==> src/rtl/arcanoid_pkg.sv <==
// Shared types and defaults for the arcanoid game controller.
// The state codes are visible on the state output, so their values are fixed.
package arcanoid_pkg;

   typedef enum logic [2:0] {
      ST_IDLE  = 3'd0,
      ST_SERVE = 3'd1,
      ST_PLAY  = 3'd2,
      ST_MISS  = 3'd3,
      ST_LOST  = 3'd4,
      ST_WON   = 3'd5
   } state_t;

   localparam int SCORE_W = 8;
   localparam int FCNT_W  = 8;

   localparam int LIVES_DEF        = 3;
   localparam int BOTTOM_Y_DEF     = 740;
   localparam int SERVE_FRAMES_DEF = 60;
   localparam int OVER_FRAMES_DEF  = 120;

   // Score and frame counter share this width; both stick at all-ones.
   function automatic logic [SCORE_W-1:0] sat_inc(input logic [SCORE_W-1:0] v);
      return (v == {SCORE_W{1'b1}}) ? v : v + 1'b1;
   endfunction

endpackage

==> src/rtl/edge_det.sv <==
// Rising-edge detector with optional 2-flop synchronizer.
// The pulse is a flop output, one pclk cycle wide per 0->1 transition.
module edge_det #(
   parameter bit SYNC = 1'b0
) (
   input  logic pclk,
   input  logic reset,
   input  logic d,
   output logic pulse
);

   logic d_s;
   logic prev_q;

   generate
      if (SYNC) begin : g_sync
         logic [1:0] sync_q;
         always_ff @(posedge pclk or negedge reset) begin
            if (!reset) sync_q <= 2'b00;
            else        sync_q <= {sync_q[0], d};
         end
         assign d_s = sync_q[1];
      end else begin : g_direct
         assign d_s = d;
      end
   endgenerate

   // NOTE: non-blocking assignments keep every flop sampling pre-edge values.
   always_ff @(posedge pclk or negedge reset) begin
      if (!reset) begin
         prev_q <= 1'b0;
         pulse  <= 1'b0;
      end else begin
         prev_q <= d_s;
         pulse  <= d_s & ~prev_q;
      end
   end

endmodule

==> src/rtl/game_ctl.sv <==
// Arcanoid game flow controller: serve, play, miss, win/loss and score.
// Every output is a flop written by the single FSM process below.
module game_ctl
   import arcanoid_pkg::*;
#(
   parameter int LIVES        = LIVES_DEF,
   parameter int BOTTOM_Y     = BOTTOM_Y_DEF,
   parameter int SERVE_FRAMES = SERVE_FRAMES_DEF,
   parameter int OVER_FRAMES  = OVER_FRAMES_DEF
) (
   input  logic               pclk,
   input  logic               reset,
   input  logic               vsync_in,
   input  logic               mouse_left,
   input  logic [11:0]        ball_y,
   input  logic               collision_det,
   input  logic [15:0]        blocks_in,
   output logic               ball_run,
   output logic               ball_rst,
   output logic               blocks_load,
   output logic [2:0]         state,
   output logic [1:0]         lives,
   output logic [SCORE_W-1:0] score
);

   localparam logic [11:0]       BOTTOM_C = 12'(BOTTOM_Y);
   localparam logic [1:0]        LIVES_C  = 2'(LIVES);
   localparam logic [FCNT_W-1:0] SERVE_C  = FCNT_W'(SERVE_FRAMES);
   localparam logic [FCNT_W-1:0] OVER_C   = FCNT_W'(OVER_FRAMES);

   logic              click;
   logic              tick;
   logic              hit;
   state_t            state_q;
   logic [FCNT_W-1:0] frame_cnt;

   edge_det #(.SYNC(1'b1)) u_click (.pclk(pclk), .reset(reset), .d(mouse_left),    .pulse(click));
   edge_det #(.SYNC(1'b0)) u_tick  (.pclk(pclk), .reset(reset), .d(vsync_in),      .pulse(tick));
   edge_det #(.SYNC(1'b0)) u_hit   (.pclk(pclk), .reset(reset), .d(collision_det), .pulse(hit));

   assign state = state_q;

   always_ff @(posedge pclk or negedge reset) begin
      if (!reset) begin
         state_q     <= ST_IDLE;
         ball_run    <= 1'b0;
         ball_rst    <= 1'b0;
         blocks_load <= 1'b0;
         lives       <= 2'd0;
         score       <= '0;
         frame_cnt   <= '0;
      end else begin
         // Pulses default low so they can never stretch past one cycle.
         ball_rst    <= 1'b0;
         blocks_load <= 1'b0;

         case (state_q)
            ST_IDLE: begin
               ball_run <= 1'b0;
               if (click) begin
                  state_q     <= ST_SERVE;
                  lives       <= LIVES_C;
                  score       <= '0;
                  frame_cnt   <= '0;
                  ball_rst    <= 1'b1;
                  blocks_load <= 1'b1;
               end
            end

            ST_SERVE: begin
               ball_run <= 1'b0;
               if (tick) begin
                  frame_cnt <= sat_inc(frame_cnt);
                  if (sat_inc(frame_cnt) == SERVE_C) begin
                     state_q  <= ST_PLAY;
                     ball_run <= 1'b1;
                  end
               end
            end

            ST_PLAY: begin
               ball_run <= 1'b1;
               if (hit) score <= sat_inc(score);
               if (blocks_in == 16'd0) begin
                  state_q   <= ST_WON;
                  ball_run  <= 1'b0;
                  frame_cnt <= '0;
               end else if (ball_y >= BOTTOM_C) begin
                  state_q  <= ST_MISS;
                  ball_run <= 1'b0;
               end
            end

            ST_MISS: begin
               ball_run  <= 1'b0;
               frame_cnt <= '0;
               if (lives <= 2'd1) begin
                  state_q <= ST_LOST;
                  lives   <= 2'd0;
               end else begin
                  state_q  <= ST_SERVE;
                  lives    <= lives - 2'd1;
                  ball_rst <= 1'b1;
               end
            end

            ST_LOST, ST_WON: begin
               ball_run <= 1'b0;
               if (tick) frame_cnt <= sat_inc(frame_cnt);
               if (click && frame_cnt >= OVER_C) state_q <= ST_IDLE;
            end

            default: begin
               state_q  <= ST_IDLE;
               ball_run <= 1'b0;
            end
         endcase
      end
   end

endmodule
==> config.mk <==
export PLATFORM = sky130hd
export DESIGN_NAME = game_ctl
export DESIGN_NICKNAME = d
export VERILOG_FILES = /design/src/rtl/arcanoid_pkg.sv /design/src/rtl/edge_det.sv /design/src/rtl/game_ctl.sv
export SDC_FILE = /design/constraint.sdc
export NUM_CORES = 1
export LEC_CHECK = 0
export ABC_AREA = 1
export CORE_ASPECT_RATIO = 0.8
export CORE_MARGIN = 1.5
export CORE_UTILIZATION = 50
export CTS_CLUSTER_DIAMETER = 40
export DETAILED_ROUTE_END_ITERATION = 12
export DONT_BUFFER_PORTS = 1
export GPL_TIMING_DRIVEN = 1
export PLACE_DENSITY = 0.78
export SLEW_MARGIN = 5
export SYNTH_ARGS = -nofsm -noshare
export SYNTH_HDL_FRONTEND = slang
export SYNTH_SLANG_ARGS = --single-unit
==> constraint.sdc <==
create_clock -name pclk -period 1.5 [get_ports pclk]
set_input_delay 0.15 -clock pclk [delete_from_list [all_inputs] [get_ports pclk]]
set_output_delay 0.15 -clock pclk [all_outputs]
set_load 0.01 [all_outputs]
Word-level counts from Yosys, hierarchy flattened
Index checks and enable logic that the tools add are counted.
{"block": "classes", "n_addsub": 3, "magnitude_cmp": 3, "n_eq_ne": 17, "mux": 28, "bitwise_logic": 6, "reduce_logical": 12}
{"operator": "$mux 8", "count": 6}
{"operator": "$pmux 8 s4", "count": 1}
{"operator": "$mux 3", "count": 7}
{"operator": "$add 8x1->8 const B", "count": 2}
{"operator": "$eq 8x8->1 const B", "count": 2}
{"operator": "$logic_not 16->1", "count": 1}
{"operator": "$pmux 8 s2", "count": 1}
{"operator": "$pmux 3 s5", "count": 1}
{"operator": "$ge 12x10->1 const B", "count": 1}
{"operator": "$eq 8x6->1 const B", "count": 1}
{"operator": "$ge 8x7->1 const B", "count": 1}
{"operator": "$ne 2x1->1 const B", "count": 4}
{"operator": "$ne 2x2->1 const B", "count": 4}
{"operator": "$reduce_and 4->1", "count": 2}
{"operator": "$mux 1", "count": 7}
{"operator": "$eq 3x2->1 const B", "count": 2}
{"operator": "$eq 3x3->1 const B", "count": 2}
{"operator": "$reduce_and 5->1", "count": 1}
{"operator": "$mux 2", "count": 2}
{"operator": "$pmux 1 s2", "count": 2}
{"operator": "$pmux 2 s2", "count": 1}
{"operator": "$reduce_bool 2->1", "count": 2}
{"operator": "$reduce_bool 4->1", "count": 1}
{"operator": "$and 1x1->1", "count": 3}
{"operator": "10 further kinds", "count": 12}
{"block": "word_totals", "ff_bits": 32, "input_bits": 33, "output_inout_bits": 16, "wordCells": 83}

Depth between registers and ports, before layout
{"block": "logic_depth", "word_depth": 6, "ltp_mapped": 13, "depth_no_buf": 13}

By module
Synthesis repeated with hierarchy kept, for this count alone.
{"block": "hier_totals", "hier_cells": 215, "hier_area_um2": 1765.4}
{"mod": "game_ctl", "n_inst": 1, "cells_per_inst": 201, "area_each_um2": 1535.2, "seq_area_each_um2": 600.6}
{"mod": "edge_det (u_hit ...)", "n_inst": 2, "cells_per_inst": 4, "area_each_um2": 60.1, "seq_area_each_um2": 50.0}
{"mod": "edge_det (u_click)", "n_inst": 1, "cells_per_inst": 6, "area_each_um2": 110.1, "seq_area_each_um2": 100.1}

Worst setup path after synthesis
No wires, ideal clock.
{"block": "synth_path", "kind": "register -> register", "startpoint": "register frame_cnt[0]", "endpoint": "register state_q[0], in the netlist state[0]", "setup_time_ns": 0.117, "arrival_ns": 1.420, "t_required_ns": 1.383, "slack_ns": -0.037, "path_stages_with_launch": 13, "n_path_buf": 0, "synth_period_minus_slack_ns": 1.537, "cell_sequence": "dfrtp_1 -> ha_1 -> nand2_2 -> nor2_4 -> nand2_4 -> nand2_1 -> nand2_2 -> nor2_2 -> nand3_2 -> nand2_2 -> nand2_1 -> nand2_1 -> nand2_1"}
{"block": "synth_via", "elab_chain_len": 5, "elab_cells_between_ends": 9, "cone_classes": "1 x add/sub; 1 x order compare; 4 x eq/ne; 1 x mux; 2 x reduce/logical"}
{"item": "start, declared", "line": "game_ctl.sv:35", "text": "logic [FCNT_W-1:0] frame_cnt;"}
{"item": "start signal, assigned", "line": "game_ctl.sv:73", "text": "frame_cnt <= sat_inc(frame_cnt);"}
{"item": "start signal, assigned", "line": "game_ctl.sv:109", "text": "if (tick) frame_cnt <= sat_inc(frame_cnt);"}
{"item": "$add 8x1->8 or $eq 8x8->1 (tied branches)", "line": "arcanoid_pkg.sv:24", "text": "return (v == {SCORE_W{1'b1}}) ? v : v + 1'b1;"}
{"item": "$mux 8"}
{"item": "$eq 8x6->1", "line": "game_ctl.sv:74", "text": "if (sat_inc(frame_cnt) == SERVE_C) begin"}
{"item": "$ne 2x2->1 (no line)"}
{"item": "$reduce_and 5->1 (no line) *"}
{"item": "end signal, assigned", "line": "game_ctl.sv:75", "text": "state_q <= ST_PLAY;"}
{"item": "end signal, assigned", "line": "game_ctl.sv:85", "text": "state_q <= ST_WON;"}
{"item": "end signal, assigned", "line": "game_ctl.sv:89", "text": "state_q <= ST_MISS;"}
{"item": "end, declared", "line": "game_ctl.sv:34", "text": "state_t state_q;"}
Mark *: on every way between the ends. The rest lies on a longest branch, timed or not.
A chain may end at the register's enable or synchronous reset.

Worst setup path after layout
Ends and elaborated chain as after synthesis.

==> results.json <==
{
  "hold_path.class": "input port to flip-flop",
  "grt_setup_unrepaired": "true",
  "final.setup.tns_ps": -217,
  "syn-cell-area_mm2": 0.00181,
  "place_ws_ps": -63.7,
  "drt_pass1_iterations": 4,
  "worstSkewPairLatency_ps": 290,
  "vias_per_cell": 5.19,
  "antenna_found_initial": 0,
  "cp_max_fo": 6,
  "grt_max_degree": 33,
  "nets": 309,
  "synth_cells": 240,
  "start_util_pct": 52.5,
  "crit_arrival_ps": 1740,
  "syn_avg_cell_area_um2": 7.53,
  "yosysSeqAreaShare_pct": 44.3,
  "cts_made_buffers": 5,
  "worst_slack_ps": -65.8,
  "cp_common_cell": "nand2_1",
  "syn_to_final_growth_pct": 27.0,
  "final_cells": 316,
  "min_period_ps": 1570,
  "die-height_um": 56.8,
  "violations": "setup timing",
  "reg2reg_setup_slack_ps": -70,
  "final_common_cell": "nand2_1",
  "drv_cap": 0,
  "finalSetupViolCount": 5,
  "power_density_mw_per_mm2": 1350,
  "cts_tree": "yes",
  "root_buffer": "clkbuf_8",
  "drt_iter0_drc": 97,
  "report.final.slew_viol_count": 0,
  "leakage_nw": 1.12,
  "slowest_stage": "dfrtp_1",
  "place_inst": 300,
  "netlist-cell-type-count": 28,
  "path_cells": "ha_2, nand2_2, nor2_4, nand2_4, nand3_2, nand2_1, nor2_2, nand3_2, nand2_2, nand2_1, nand2_1, nand2_1",
  "io_pins": 49,
  "portBuffers": 0,
  "drive_gt1_share_pct": 28.8,
  "cts_max_level": 2,
  "num_vias": 1639,
  "startpoint_type": "flip-flop",
  "detail_route.wl_per_cell_um": 12.9,
  "fmax_ghz": 0.639,
  "yosys_register_bits": 32,
  "cts.sinks": 32,
  "fill_cells": 260,
  "final_cell_mix": "nand2_1, dfrtp_1, inv_1",
  "core_region_area_mm2": 0.00345,
  "syn-num-nets": 276,
  "reg2reg_depth": 12,
  "first_global_vias": 1438,
  "relSlewSlack_pct": 81.4,
  "final-hold-violation-count": 0,
  "dp_hpwl_um": 2830,
  "holdPathStages": 5,
  "synth_enable_flop_cells": 0,
  "ir_drop_mv": 1.11,
  "cts.clk_slew.worst_paths_ps": 60,
  "wl_um": 4090,
  "status": "finished, violations left",
  "end_kind": "flip-flop",
  "fin_skew_ps": 12.7,
  "globalplace.congestion": 0.856,
  "max_slew.worst_pin.slew_ps": 277,
  "fin_crit_sh_pct": 104,
  "async_reset_ff_share_pct": 100,
  "required_ps": 1680,
  "die_w_um": 70.2,
  "globalRouteTotalUtil_pct": 20.9,
  "critPathMaxStageDelay_ps": 360,
  "synth-warning-count": 0,
  "antenna_cells": 0,
  "dieArea_mm2": 0.00399,
  "drc": 0,
  "ant_nets": 0,
  "grt_pass1_wl_um": 6440,
  "synth-main-ff-cell": "dfrtp_1",
  "worst-setup-path-type": "flip-flop to flip-flop",
  "max-clock-path-buffers": 2,
  "grt_overflow": 0,
  "rows": 19
}
## metrics by stage
step	hold slack (ps)	power (mW)	util, %	cell area (µm²)
2_1_floorplan	-146	1.83	-	1810
4_1_cts	203	2.98	63.3	2180
5_1_grt	263	3.29	66.6	2300
6_report	206	3.09	66.6	2300
3_5_place_dp	-145	2.13	58.0	2000
3_3_place_gp	-145	2.10	58.0	2000
## flip-flops by register name, summed over array words and instances, names as in the netlist, 2 cells and up
register	count
frame_cnt	8
lives	2
score	8
state	3
u_click.g_sync.sync_q	2
## final timing paths
| check | from | to |
|---|---|---|
| min reg2reg | u_click.g_sync.sync_q[0] | u_click.g_sync.sync_q[1] |
| max reg2reg | frame_cnt[0] | state[0] |
| min in group asynchronous | reset | score[0] |
| max in group asynchronous | reset | u_hit.pulse |
| min | blocks_in[0] | state[2] |
| max | frame_cnt[0] | state[0] |
## final cells by class
cell class	instances	area [µm²]	share of cell area [%]
sequential	32	801	34.9
tap	42	52.6	2.29
multi-input combinational	172	973	42.4
timing repair buffer	27	225	9.81
inverter	35	136	5.94
clock buffer	6	72.6	3.16
clock inverter	2	35.0	1.53
## critical path, delay by kind of cell (launching register included)
family	cells	cell delay (ps)
DFF	1	360
adders and majority gates	1	190
and+or+nand+nor	11	900
## repair_timing
item / 4_1_cts / 5_1_grt
resized for setup: 4 / 23
pin swaps: 1 / 6
setup buffers: 0 / 3
hold buffers: 5 / 0
endpoints found under the setup margin: 7 / 19
endpoints found under the hold margin: 37 / 0
## report_power, final
group          switching [mW]  internal (mW)
Sequential              0.130          0.979
Combinational           0.750          0.418
Clock                   0.324          0.493
## cell families after synthesis
| group | share of synthesized area [%] |
|---|---|
| buffers and inverters | 7.54 |
| AND/OR/NAND/NOR | 36.9 |
| adder cells (fa/ha/maj) | 2.08 |
| XOR/XNOR | 0.969 |
| flip-flops | 44.3 |
| AO/OA/AOI/OAI | 8.24 |
## per-layer routing
layer	vias up	global-route usage, %	part of all wire, %
met3	9	6.64	5.2
li1	824	-	-
met2	48	30.1	47
met4	0	10.2	1.5
met5	-	0	0
met1	758	28.4	46
## cell usage after synthesis, types with 2 or more instances
cell type,number,share of area [%]
nand2_1,66,14
dfrtp_1,32,44
inv_1,26,5.4
nor2_1,25,5.2
nand3_1,17,4.7
o21ai_1,11,3.0
inv_2,9,1.9
nand2_2,8,2.8
a21oi_1,6,1.7
nor2_2,6,2.1
nor2_4,5,3.1
nand4_1,4,1.4
nor3_1,4,1.1
ha_1,3,2.1
o21ai_0,3,0.83
o21bai_1,2,0.83
o221ai_1,2,0.97
No activity file was read; power rests on OpenSTA's default activity.
